### src/rtl/prog_sequencer.sv
// prog_sequencer: program-counter sequencer with IDLE/RUN/DONE control,
// relative branches, call/return stack, stack-fault detection and an
// optional saturating cycle counter (enabled by `define SEQ_CYCLE_COUNT_EN).
//
// Ports:
//   Clk, Reset_n        clock, asynchronous active-low reset
//   Start               launch request (rising edge, must follow a low after reset)
//   Stall               hold PC/SP this cycle
//   Halt, BranchEn,
//   ConditionBranch,
//   GE_Flag, Call,
//   Return              decoded instruction controls
//   BranchOffset        signed PC-relative offset (OFF_W bits)
//   ProgCtr             current instruction address (PC_W bits)
//   Ack / Busy          DONE / RUN indicators
//   StackErr            call overflow or return underflow seen
//   CycleCt             RUN cycles since launch (0 when counter disabled)
module prog_sequencer #(
    parameter int PC_W    = 10,
    parameter int OFF_W   = 5,
    parameter int STACK_D = 4,
    parameter int CYC_W   = 16
) (
    input  logic             Clk,
    input  logic             Reset_n,
    input  logic             Start,
    input  logic             Stall,
    input  logic             Halt,
    input  logic             BranchEn,
    input  logic             ConditionBranch,
    input  logic             GE_Flag,
    input  logic             Call,
    input  logic             Return,
    input  logic [OFF_W-1:0] BranchOffset,
    output logic [PC_W-1:0]  ProgCtr,
    output logic             Ack,
    output logic             Busy,
    output logic             StackErr,
    output logic [CYC_W-1:0] CycleCt
);

    localparam int SP_W = $clog2(STACK_D + 1);

    typedef enum logic [1:0] {
        S_IDLE = 2'd0,
        S_RUN  = 2'd1,
        S_DONE = 2'd2
    } state_e;

    state_e           state_q, state_d;
    logic             start_q, start_d;
    logic             armed_q, armed_d;
    logic [PC_W-1:0]  pc_q, pc_d;
    logic [SP_W-1:0]  sp_q, sp_d;
    logic             err_q, err_d;
    logic [PC_W-1:0]  stack_q [STACK_D];

    logic             launch;
    logic             run_step;
    logic             do_halt, do_ret, do_call, do_br, do_inc;
    logic             stack_full, stack_empty;
    logic             ret_err, call_err, push_en;
    logic             br_taken;
    logic [PC_W-1:0]  pc_inc, pc_rel, off_ext, pop_data;
    logic [SP_W-1:0]  sp_dec, sp_inc;

    // armed_q only rises once Start has been seen low, so a Start held
    // high through reset cannot launch on its own.
    assign launch = Start & ~start_q & armed_q;

    assign start_d = Start;
    assign armed_d = armed_q | ~Start;

    assign run_step = (state_q == S_RUN) & ~Stall;
    assign do_halt  = run_step & Halt;
    assign do_ret   = run_step & ~Halt & Return;
    assign do_call  = run_step & ~Halt & ~Return & Call;
    assign do_br    = run_step & ~Halt & ~Return & ~Call & BranchEn;
    assign do_inc   = run_step & ~(Halt | Return | Call | BranchEn);

    assign stack_full  = (sp_q == SP_W'(STACK_D));
    assign stack_empty = (sp_q == '0);
    assign ret_err     = do_ret & stack_empty;
    assign call_err    = do_call & stack_full;
    assign push_en     = do_call & ~stack_full;

    assign br_taken = ~ConditionBranch | GE_Flag;
    assign off_ext  = {{(PC_W-OFF_W){BranchOffset[OFF_W-1]}}, BranchOffset};
    assign pc_inc   = pc_q + PC_W'(1);
    assign pc_rel   = pc_q + off_ext;
    assign sp_dec   = sp_q - SP_W'(1);
    assign sp_inc   = sp_q + SP_W'(1);

    always_comb begin
        pop_data = '0;
        for (int i = 0; i < STACK_D; i++) begin
            if (sp_dec == SP_W'(i)) begin
                pop_data = stack_q[i];
            end
        end
    end

    // State register
    always_ff @(posedge Clk or negedge Reset_n) begin
        if (!Reset_n) begin
            state_q <= S_IDLE;
            start_q <= 1'b0;
            armed_q <= 1'b0;
            pc_q    <= '0;
            sp_q    <= '0;
            err_q   <= 1'b0;
        end else begin
            state_q <= state_d;
            start_q <= start_d;
            armed_q <= armed_d;
            pc_q    <= pc_d;
            sp_q    <= sp_d;
            err_q   <= err_d;
        end
    end

    // Stack storage is not reset; SP alone defines which entries are live.
    always_ff @(posedge Clk) begin
        for (int i = 0; i < STACK_D; i++) begin
            if (push_en && (sp_q == SP_W'(i))) begin
                stack_q[i] <= pc_inc;
            end
        end
    end

    // Next-state logic
    always_comb begin
        state_d = state_q;
        unique case (state_q)
            S_IDLE, S_DONE: begin
                if (launch) begin
                    state_d = S_RUN;
                end
            end
            S_RUN: begin
                if (do_halt | ret_err | call_err) begin
                    state_d = S_DONE;
                end
            end
            default: state_d = S_IDLE;
        endcase
    end

    // PC / SP / fault datapath; the do_* strobes are mutually exclusive.
    always_comb begin
        pc_d  = pc_q;
        sp_d  = sp_q;
        err_d = err_q;
        if ((state_q != S_RUN) && launch) begin
            pc_d  = '0;
            sp_d  = '0;
            err_d = 1'b0;
        end else begin
            unique case (1'b1)
                do_halt: begin
                    pc_d = pc_q;
                end
                do_ret: begin
                    if (stack_empty) begin
                        err_d = 1'b1;
                    end else begin
                        pc_d = pop_data;
                        sp_d = sp_dec;
                    end
                end
                do_call: begin
                    if (stack_full) begin
                        err_d = 1'b1;
                    end else begin
                        pc_d = pc_rel;
                        sp_d = sp_inc;
                    end
                end
                do_br: begin
                    pc_d = br_taken ? pc_rel : pc_inc;
                end
                do_inc: begin
                    pc_d = pc_inc;
                end
                default: begin
                    pc_d = pc_q;
                end
            endcase
        end
    end

    // Output logic
    always_comb begin
        Busy     = (state_q == S_RUN);
        Ack      = (state_q == S_DONE);
        StackErr = err_q;
        ProgCtr  = pc_q;
    end

`ifdef SEQ_CYCLE_COUNT_EN
    logic [CYC_W-1:0] cyc_q, cyc_d;

    // Counts every RUN cycle, stalled or not, and saturates at all-ones.
    always_comb begin
        cyc_d = cyc_q;
        if ((state_q != S_RUN) && launch) begin
            cyc_d = '0;
        end else if ((state_q == S_RUN) && !(&cyc_q)) begin
            cyc_d = cyc_q + CYC_W'(1);
        end
    end

    always_ff @(posedge Clk or negedge Reset_n) begin
        if (!Reset_n) begin
            cyc_q <= '0;
        end else begin
            cyc_q <= cyc_d;
        end
    end

    assign CycleCt = cyc_q;
`else
    assign CycleCt = '0;
`endif

endmodule

### config.mk
export PLATFORM = sky130hd
export DESIGN_NAME = prog_sequencer
export DESIGN_NICKNAME = d
export VERILOG_FILES = /design/src/rtl/prog_sequencer.sv
export SDC_FILE = /design/constraint.sdc
export NUM_CORES = 1
export LEC_CHECK = 0
export BUFFER_PORTS_ARGS = -buffer_cell sky130_fd_sc_hd__buf_4
export CAP_MARGIN = 30
export CORE_UTILIZATION = 28
export CTS_CLUSTER_DIAMETER = 30
export DETAILED_ROUTE_END_ITERATION = 12
export PLACE_DENSITY = 0.55
export SLEW_MARGIN = 0
export SYNTH_ARGS = -nofsm -noshare
export SYNTH_HDL_FRONTEND = slang
export SYNTH_SLANG_ARGS = --single-unit
### constraint.sdc
create_clock -name Clk -period 2.9 [get_ports Clk]
set_input_delay 0.58 -clock Clk [delete_from_list [all_inputs] [get_ports Clk]]
set_output_delay 0.58 -clock Clk [all_outputs]
set_load 0.01 [all_outputs]
# --- Yosys cells after proc, flatten, opt, wreduce, memory -nomap -nowiden ---
# Memory sizes are Yosys's and may differ from the RTL's.
# Cells that the tools add are included.
# Widths: inputs -> output; s select.
classes:
  add_sub_neg: 4
  eq_ne: 16
  n_mux: 37
  bitwise_logic: 30
  n_reduce_logical: 18
ops:
  columns: ["operator", "n"]
  rows:
  - ["$mux 10", 11]
  - ["$pmux 10 s4", 1]
  - ["$reduce_or 10->1", 3]
  - ["$and 1x1->1", 14]
  - ["$mux 1", 14]
  - ["$eq 3x2->1 const B", 4]
  - ["$add 10x1->10 const B", 1]
  - ["$add 10x10->10", 1]
  - ["$mux 2", 5]
  - ["$mux 3", 3]
  - ["$not 1->1", 9]
  - ["$reduce_and 3->1", 3]
  - ["$or 1x1->1", 7]
  - ["$eq 3x1->1 const B", 2]
  - ["$logic_not 3->1", 2]
  - ["$ne 3x1->1 const B", 2]
  - ["$ne 3x2->1 const B", 2]
  - ["$pmux 3 s2", 1]
  - ["$logic_and 1x1->1", 5]
  - ["$reduce_bool 5->1", 1]
  - ["$ne 2x1->1 const B", 2]
  - ["$pmux 2 s2", 1]
  - ["$add 3x1->3 const B", 1]
  - ["$eq 3x3->1 const B", 1]
  - ["9 further kinds", 9]
totals:
  register_bits: 18
  ramBits: 40
  inputBits: 15
  output_inout_bits: 29
  mem_count: 1
mem_list:
  columns: ["memory", "words", "word_bits", "rd", "rd_clocked_by_memory_dff", "write_ports", "line_no", "rtl"]
  rows:
  - ["stack_q", 4, 10, 4, 0, 1, "56", "logic [PC_W-1:0] stack_q [STACK_D];"]

# --- Logic depth before layout (Yosys ltp) ---
# Gate-level depths: netlist of run 1.
depth:
  depth_word: 13
  mapped_depth: 9
  mapped_depth_nobuf: 9

# --- Worst setup path before layout of run 1 ---
# OpenSTA, ideal clock, no wires.
synth_timing:
  path_type: "input -> register"
  startpoint: "input Stall"
  endpoint: "memory stack_q[1][0] (enable)"
  setup_ns: 0.392
  t_arrival_ns: 1.967
  required_ns: 2.508
  setup_slack_ns: 0.541
  stages: 3
  n_path_buf: 0
  path_cell_list: "nor4_4 > nand2_2 > nor3b_1"
synth_between:
  elab_chain_cells: 13
  elab_cells_between_ends: 27
  cone_classes: "14 x mux; 6 x bitwise; 7 x reduce/logical"
synth_lines:
  columns: ["item", "line_no", "rtl"]
  rows:
  - ["start: declaration", "27", "input logic Stall,"]
  - ["$not 1->1 *", "74", "assign run_step = (state_q == S_RUN) & ~Stall;"]
  - ["$and 1x1->1 *", "74", null]
  - ["$and 1x1->1 * (3 in a row)", "77", "assign do_call = run_step & ~Halt & ~Return & Call;"]
  - ["$and 1x1->1 *", "85", "assign push_en = do_call & ~stack_full;"]
  - ["$logic_and 1x1->1", "125", "if (push_en && (sp_q == SP_W'(i))) begin"]
  - ["$mux 1", "125", null]
  - ["$mux 1 (implied by the code)", "126", "stack_q[i] <= pc_inc;"]
  - ["$reduce_or 10->1 (no line)", null, null]
  - ["$mux 2 (no line) or $mux 1 (tied branches) (3 in a row)", null, null]
  - ["end: declaration", "56", null]
# Every way passes the cells marked *; elsewhere a longest branch is shown, timed or not.

# --- Final worst setup path of run 1 ---
layout_timing:
  startpoint: "register pc_q[1] (netlist: ProgCtr[1])"
  endpoint: "register pc_q[6] (netlist: ProgCtr[6])"
layout_between:
  elab_chain_cells: 4
  elab_cells_between_ends: 6
  cone_classes: "2 x add/sub; 4 x mux"
layout_lines:
  columns: ["item", "line_no", "rtl"]
  rows:
  - ["start: declaration", "53", "logic [PC_W-1:0] pc_q, pc_d;"]
  - ["start signal: assignment", "116", "pc_q <= pc_d;"]
  - ["$add 10x1->10 or $add 10x10->10 (tied branches)", "89, 90", null]
  - ["$mux 10 (on tied branches)", "180, 172", null]
  - ["$pmux 10 s4 *", "159", "unique case (1'b1)"]
  - ["$mux 10 *", "154", "if ((state_q != S_RUN) && launch) begin"]
# Every way passes the cells marked *; elsewhere a longest branch is shown, timed or not. The select of a mux whose other input is x is not followed.
# A chain may end at the register's enable or synchronous reset.

==> results.txt, run 1 <==
The flow ran to the end, and the final reports show no timing, DRC or antenna violations. The number of nets with antenna violations after routing is 0. The number of different library cells used by synthesis comes to 63. Global routing consumed, over all layers together, 13.4% of the routing resources. The number of filler instances in the final layout is between 1k and 1.5k. The DRC violation count after routing is 0. Summing all flip-flop and latch instances after layout gives ~0.0017 mm^2. The clock period minus final worst setup slack came out at ~2.4 ns. The via count came out at around 2.5k. The number of flops mapped to enable cells by yosys is 40. For this design the static power due to leakage is approximately 0.0016 uW.

The number of top-level design ports is 44. The total overflow left after global routing is 0. The fraction of the mapped netlist area in compound gates came out at 16.2%.

The pin count of the biggest net entering global routing came out at 23. The portion of synthesized area spent on multiplexers is between 1 and 1.5%. By instance count, the leading cell after synthesis is sky130_fd_sc_hd__edfxtp_1.

The growth of design area from synthesis to finish came out at 17.8%. The final instance area came out at ~0.004 mm^2. OpenSTA, run right after detailed placement, puts the worst setup slack at about 0.34 ns.

In the post-route analysis, the smallest setup slack over all paths is between 0.5 and 0.6 ns. TritonCTS built the clock tree. The number of hold-repair buffers added at the cts stage is 0. The async set-reset flop share out of synthesis came out at 31.0%.

The post-detailed-route via-to-cell ratio came out at ~5. The initial utilization of the core area, before any placement, comes to roughly 29%. The maximum count of clock buffers along a single path came out at 2. The slack of the worst reg-to-reg path is 0.55 ns. The number of global-route vias before repair is roughly 2.5k.

The mapped cell area is between 0.003 and 0.004 mm^2. The class of the most critical setup path is reg -> reg. The standard-cell row count came out at 40. The first routing iteration left 95 violations.

The number of buffers inserted by port buffering came out at 27. The total wire length after detailed routing is between 7000 and 8000 um. The final setup violation count came out at 0. The clock arrives with about 0.0073 ns of skew. Data on the critical path is required at its endpoint by between 3 and 4 ns. The proportion of synthesized chip area in sequential cells came out at between 40% and 50%.

The fraction of the mapped netlist area in simple logic gates came out at roughly 17%. For the worst setup path, the data arrival time is 2.60 ns. Setup repair after global routing left no endpoint under its margin.

The die area came out at 0.0127 mm^2. The area of placed instances came out at 0.00377 mm^2. The measured slew at the worst slew-check pin is approximately 0.7 ns. The standard cell core area is 0.0120 mm^2. After clock tree synthesis, the repair step resized 0 gates. In this run the power density over the cells is about 900 mW/mm^2.

The number of buffers added for setup after CTS is 0. The wire length of the first global-routing pass is 12,900 um. STA classifies the critical path startpoint as a flop. The clock latency reported for the late side of the worst-skew pair is ~0.33 ns. By area the synthesized netlist is led by sky130_fd_sc_hd__edfxtp_1 (35%), sky130_fd_sc_hd__dfrtp_1 (13%), sky130_fd_sc_hd__ha_1 (6.6%). The max-capacitance violation count is 0. The summed negative setup slack over all endpoints is 0 ns. The worst hold path belongs to the class in -> async. The maximum fanout along the worst path came out at 9.

The synthesized area per cell came out at 10.6 um^2. By area, the combinational part of the netlist is dominated by simple AND/OR/NAND/NOR gates. The footprint of the multi-input gates is 0.00161 mm^2.

The number of clock buffers inserted by TritonCTS came out at 9. In this run the clock root is driven by a sky130_fd_sc_hd__clkbuf_16. The initial antenna violation count is 0. The congestion estimate from routability-driven global placement came to between 0.8 and 0.9. The post-detailed-placement half-perimeter wirelength came out at 5660 um.

The count of antenna diodes in the layout is 0. The clock-pin slew on the worst setup and hold paths is around 0.05 ns. The most used flip-flop cell after synthesis is sky130_fd_sc_hd__edfxtp_1. The total number of nets in the final design came out at 393.

The share of cells above drive strength 1 is 17.3%. The total of flip-flops plus latches after synthesis is a little under 60. The worst-case vdd ir drop came out at about 370 uV. After layout, the worst path uses between 80% and 90% of the clock period. The remaining max-slew budget at the tightest pin is a little over half.

The CTS sink count is just under 60. Yosys printed 0 warnings. The H-tree generated during clock tree synthesis spans 3 levels.

The number of detailed-routing iterations run before antenna repair came out at 4. The category of the worst setup path capture point is a flop. The top cell type's share of synthesized area came out at a little over a third. The floorplan step set the die width to ~110 um. The fraction of the mapped netlist area in adder cells is between 7 and 8%.

The sum of internal, switching and leakage power is between 3000 and 4000 uW. After Yosys synthesis, XOR and XNOR cells account for 3.06% of the synthesized area. The largest area contributor in the netlist is sky130_fd_sc_hd__edfxtp_1. The post-layout utilization of the core came out at about a third. After technology mapping, the gate count stands at ~330. The wire length per cell is 15.3 um. In this run the vertical extent of the chip is 113 um.

For this run, the top clock speed supported by timing is between 400 and 500 MHz. Counting instances in the post-synthesis netlist gives the leading cell types as sky130_fd_sc_hd__edfxtp_1 (40), sky130_fd_sc_hd__a21oi_1 (22), sky130_fd_sc_hd__nor2_1 (19). The number of max-slew violations in the final report came to 0.

The final hold violation count came to 0.
==> layout make-up <==
class	instances	share of cell area [%]
Tap cell	147	4.54
Sequential cell	58	40.8
Multi-Input combinational cell	240	39.7
Timing Repair Buffer	38	7.05
Clock buffer	13	6.43
Inverter	12	1.11
Clock inverter	3	0.402
==> path summary, 6_finish.rpt <==
check	endpoint	cells past startpoint	start
worst max-delay path	ProgCtr[6]	8	ProgCtr[1]
max in group asynchronous	ProgCtr[4]	1	Reset_n
worst min-delay path	StackErr	1	Reset_n
min in group Clk	start_q	1	Start
worst max register to register	ProgCtr[6]	8	ProgCtr[1]
worst min register to register	armed_q	1	armed_q
==> stage by stage <==
stage	hold slack, ns	cells
floorplan	0.284	340
global placement	0.452	495
detailed placement	0.454	495
CTS	0.127	511
global route	0.137	511
finish	0.129	511
==> worst max-delay path: stages (launching register included) <==
cell	delay (ns)
sky130_fd_sc_hd__dfrtp_1	0.55
sky130_fd_sc_hd__inv_1	0.11
sky130_fd_sc_hd__fa_1	0.44
sky130_fd_sc_hd__and2b_1	0.24
sky130_fd_sc_hd__o31a_1	0.17
sky130_fd_sc_hd__o21ai_0	0.10
sky130_fd_sc_hd__a2111oi_0	0.42
sky130_fd_sc_hd__nor3_1	0.11
sky130_fd_sc_hd__o21ai_0	0.14
==> routing by layer <==
| metal | vias up | global-route usage (%) | wire, um |
|---|---|---|---|
| met2 | 61 | 21.7 | 3790 |
| met1 | 1234 | 16.6 | 3620 |
| met5 | - | 0 | 0 |
| li1 | 1241 | - | - |
| met4 | 0 | 6.31 | 68 |
| met3 | 4 | 3.48 | 359 |
==> flip-flops by register name (all words and copies together), names as in the netlist <==
signal	count
stack_q	40
ProgCtr	10
sp_q	3
state_q	2
StackErr	1
armed_q	1
start_q	1
==> power breakdown <==
part	switching, uW	internal (uW)	total (uW)
Sequential	142	1050	1190
Combinational	890	650	1540
Clock	347	619	966
==> logic make-up after synthesis <==
| group | Yosys count |
|---|---|
| other | 1 |
| muxes | 4 |
| AOI/OAI and AO/OA | 82 |
| and+or+nand+nor | 107 |
| DFF | 58 |
| xor gates and xnor gates | 12 |
| adders and majority gates | 19 |
| buffers and inverters | 42 |
==> cells in the final DEF, fill, tap and decap left out, types with 3 or more instances in the layout <==
cell                        instances
sky130_fd_sc_hd__nor3_1            11
sky130_fd_sc_hd__a31oi_1            3
sky130_fd_sc_hd__nand3_1           14
sky130_fd_sc_hd__conb_1            16
sky130_fd_sc_hd__a221oi_1           9
sky130_fd_sc_hd__nand2b_1           9
sky130_fd_sc_hd__dfrtp_1           18
sky130_fd_sc_hd__nor3b_1            6
sky130_fd_sc_hd__buf_4             38
sky130_fd_sc_hd__a2bb2oi_1          3
sky130_fd_sc_hd__edfxtp_1          40
sky130_fd_sc_hd__o21ai_0           15
sky130_fd_sc_hd__nand2_1           15
sky130_fd_sc_hd__mux2i_1            3
sky130_fd_sc_hd__nor2b_1           11
sky130_fd_sc_hd__a21oi_1           22
sky130_fd_sc_hd__ha_1              18
sky130_fd_sc_hd__inv_1             12
sky130_fd_sc_hd__clkbuf_16          9
sky130_fd_sc_hd__nand4_1            5
sky130_fd_sc_hd__xor2_1             4
sky130_fd_sc_hd__xnor2_1            8
sky130_fd_sc_hd__nor2_1            19
sky130_fd_sc_hd__a21o_1             4
Note: power is estimated with default switching activity, not from simulation.
==> run 2: changes to the inputs <==
clock period = 2.25 ns   (was 2.9 ns; I/O delays follow)
==> results.txt, run 2 (synthesized netlist as in run 1, its figures left out) <==
The highest clock frequency the design can meet is 468 MHz (+10%). The max-capacitance violation count came to 0 (unchanged). The CTS sink count is 58 (unchanged). The DRC violation count after routing came to 0 (unchanged). The total congestion overflow after global routing came out at 0 (unchanged). The final weighted congestion of routability-driven global placement came out at 0.803 (-1.2%).

The hold-critical path depth came out at 1. The number of global-route vias before repair was 2,528 (+1.0%). The initial antenna violation count is 0 (unchanged).

The final hold violation count came out at 0 (unchanged). The critical hold path startpoint is Start. The startpoint identified for the worst register-to-register timing path is ProgCtr[0]. The post-detailed-placement half-perimeter wirelength came out at 5810 um (+2.6%).

The post-detailed-route via-to-cell ratio is 4.85 (-2.4%). The filler-free cell count of the finished design came out at 528 (+3.3%). The number of detailed-routing iterations run before antenna repair came out at 4 (unchanged). The critical path goes through ha_2 > inv_1 > fa_2 > and2b_1 > o31a_1 > o2111ai_2 > a21oi_1 > a31o_2 > o31ai_2. The standard cell with the maximum stage delay on the critical path is sky130_fd_sc_hd__dfrtp_2. The pin count of the biggest net entering global routing is 19 (-17%).

The standard cell core area is 0.0120 mm^2 (unchanged). The category of the worst setup path capture point is a flop. The worst-case reg-to-reg path depth was 9 (+1).

The worst-case vdd ir drop came out at 542 uV (+46%). stack_q holds more flip-flops than any other register. The depth of the CTS H-tree came to 3 (unchanged). The delay contributed by the slowest stage of the critical path is 0.40 ns (-0.15 ns).

The slack of the worst reg-to-reg path is 0.11 ns (-0.43 ns). The wire length per cell came to 14.9 um (-3.2%). The growth of design area from synthesis to finish came out at 22.4%. The clock root buffer master is sky130_fd_sc_hd__clkbuf_16.

The summed negative setup slack over all endpoints came out at 0 ns (unchanged). The clock-pin slew on the worst setup and hold paths is 0.05 ns (about the same). The number of top-level design ports came out at 44 (unchanged). The initial core utilization came to 28.7% (unchanged). The count of antenna diodes in the layout is 0 (unchanged). The share of cells above drive strength 1 is 23.6% (+6.3 points). The clock latency reported for the late side of the worst-skew pair came out at 0.33 ns (about the same). The class of the most critical setup path is reg -> reg.

In the layout the commonest cells are sky130_fd_sc_hd__buf_4 (54), sky130_fd_sc_hd__edfxtp_1 (40), sky130_fd_sc_hd__a21oi_1 (22). The power density of the placed cells came to 1170 mW/mm^2 (+28%). The standard-cell row count came out at 40 (unchanged). The required arrival time at the worst endpoint is 2.49 ns (-0.65 ns). met2 is the most crowded layer. The via count came out at 2,562 (+0.87%). The worst clock skew on the final layout came out at 0.00583 ns (-0.00143 ns). The die outline width is 113 um (unchanged). The met2 track demand over resource is 22.0% (+0.25 points). The remaining max-slew budget at the tightest pin was 64.9% (+11 points).

The final setup violation count came out at 0 (unchanged). The wire length of the first global-routing pass is 13,000 um (+0.59%). The global-route track usage on met3 is 2.52% (-0.96 points). The final hold slack is 0.252 ns (+0.123 ns). The cell count after placement was 511 (+3.2%). The measured slew at the worst slew-check pin is 0.522 ns (-0.175 ns).

The tightest min-delay check is of the in -> reg type. The period utilization is 95.0% (+14 points). The number of clock buffers inserted by TritonCTS is 9 (unchanged). The terminus of the critical flop-to-flop path is ProgCtr[8].

The kind of launch point of the worst setup path is a flop. The die area came out at 0.0127 mm^2 (unchanged). The number of nets with antenna violations after routing is 0 (unchanged).

The worst hold path terminates at start_q. The total wire length after detailed routing is 7840 um (about the same). The maximum fanout along the worst path is 3 (-6).

Leaving out fill and tap cells, the most frequent cell in the layout is sky130_fd_sc_hd__buf_4. The total number of nets in the final design is 410 (+4.3%). The initial DRC count came out at 126 (+33%). The maximum count of clock buffers along a single path is 2 (unchanged).

The vertical die dimension came to 113 um (unchanged). The clock period minus final worst setup slack came out at 2.14 ns (-0.218 ns). Setup repair after global routing left no endpoint under its margin. The worst path arrival time is 2.37 ns (-0.23 ns).

The number of flip-flops in the largest register came to 40 (unchanged). The leakage power total is 0.00167 uW (+5.1%). The number of max-slew violations in the final report came out at 0 (unchanged). The global-route usage over all layers came out at 13.3% (-0.039 points). The routing usage on met1 is 16.7% (+0.085 points). The number of buffers inserted by port buffering came out at 27 (unchanged). The CTS tree is yes. The run finished with clean final reports.
run 2: power breakdown:
group	switching [uW]	internal (uW)
combinational	1220	963
clock	452	770
sequential	147	1350
run 2: worst max-delay path by stage:
stage | startpoint | endpoint | slack, ns | cells past startpoint
2_1_floorplan | state_q[1] | stack_q[1][0] | -0.01 | 4
3_3_place_gp | BranchOffset[0] | ProgCtr[6] | -0.12 | 10
3_5_place_dp | BranchOffset[0] | ProgCtr[6] | -0.17 | 10
4_1_cts | ProgCtr[0] | ProgCtr[6] | 0.006 | 9
5_1_grt | ProgCtr[0] | ProgCtr[4] | 0.02 | 9
6_report | ProgCtr[0] | ProgCtr[8] | 0.11 | 9
run 2: what timing repair did:
| item | CTS | global route |
|---|---|---|
| hold endpoints to repair | 7 | 0 |
| pin swaps | 0 | 3 |
| gates resized for setup | 1 | 11 |
| hold buffers | 1 | 0 |
| setup endpoints to repair | 1 | 7 |
| gates cloned | 0 | 0 |
| setup buffers | 0 | 0 |
run 2: cell type report:
cell class | instances | area, um^2
Multi-Input combinational cell | 240 | 1640
Fill cell | 1197 | 7760
Tap cell | 147 | 184
Inverter | 12 | 45.0
Clock inverter | 3 | 17.5
Clock buffer | 13 | 250
Sequential cell | 58 | 1650
Timing Repair Buffer | 55 | 415
run 2: worst max-delay path: cells and delay by family, from the launching register on:
kind	cells	cell delay, ns
flip-flops	1	0.40
AND/OR/NAND/NOR	1	0.19
buffers and inverters	1	0.07
AO/OA/AOI/OAI	5	1.01
adder cells (fa/ha/maj)	2	0.38
run 2: through the flow:
stage	utilization [%]	total power (uW)	instance area, um^2	setup WS (ns)
floorplan	-	2920	3500	-0.00953
global placement	32.6	3630	3900	-0.122
detailed placement	32.6	3660	3900	-0.166
CTS	34.9	4910	4180	0.00647
global route	35.2	5240	4210	0.0248
finish	35.2	4910	4210	0.113
run 2: per-layer routing:
metal / part of all wire [%] / wire length, um
met1: 49 / 3820
met5: 0 / 0
met2: 47 / 3660
met4: 2.2 / 170
met3: 2.4 / 187
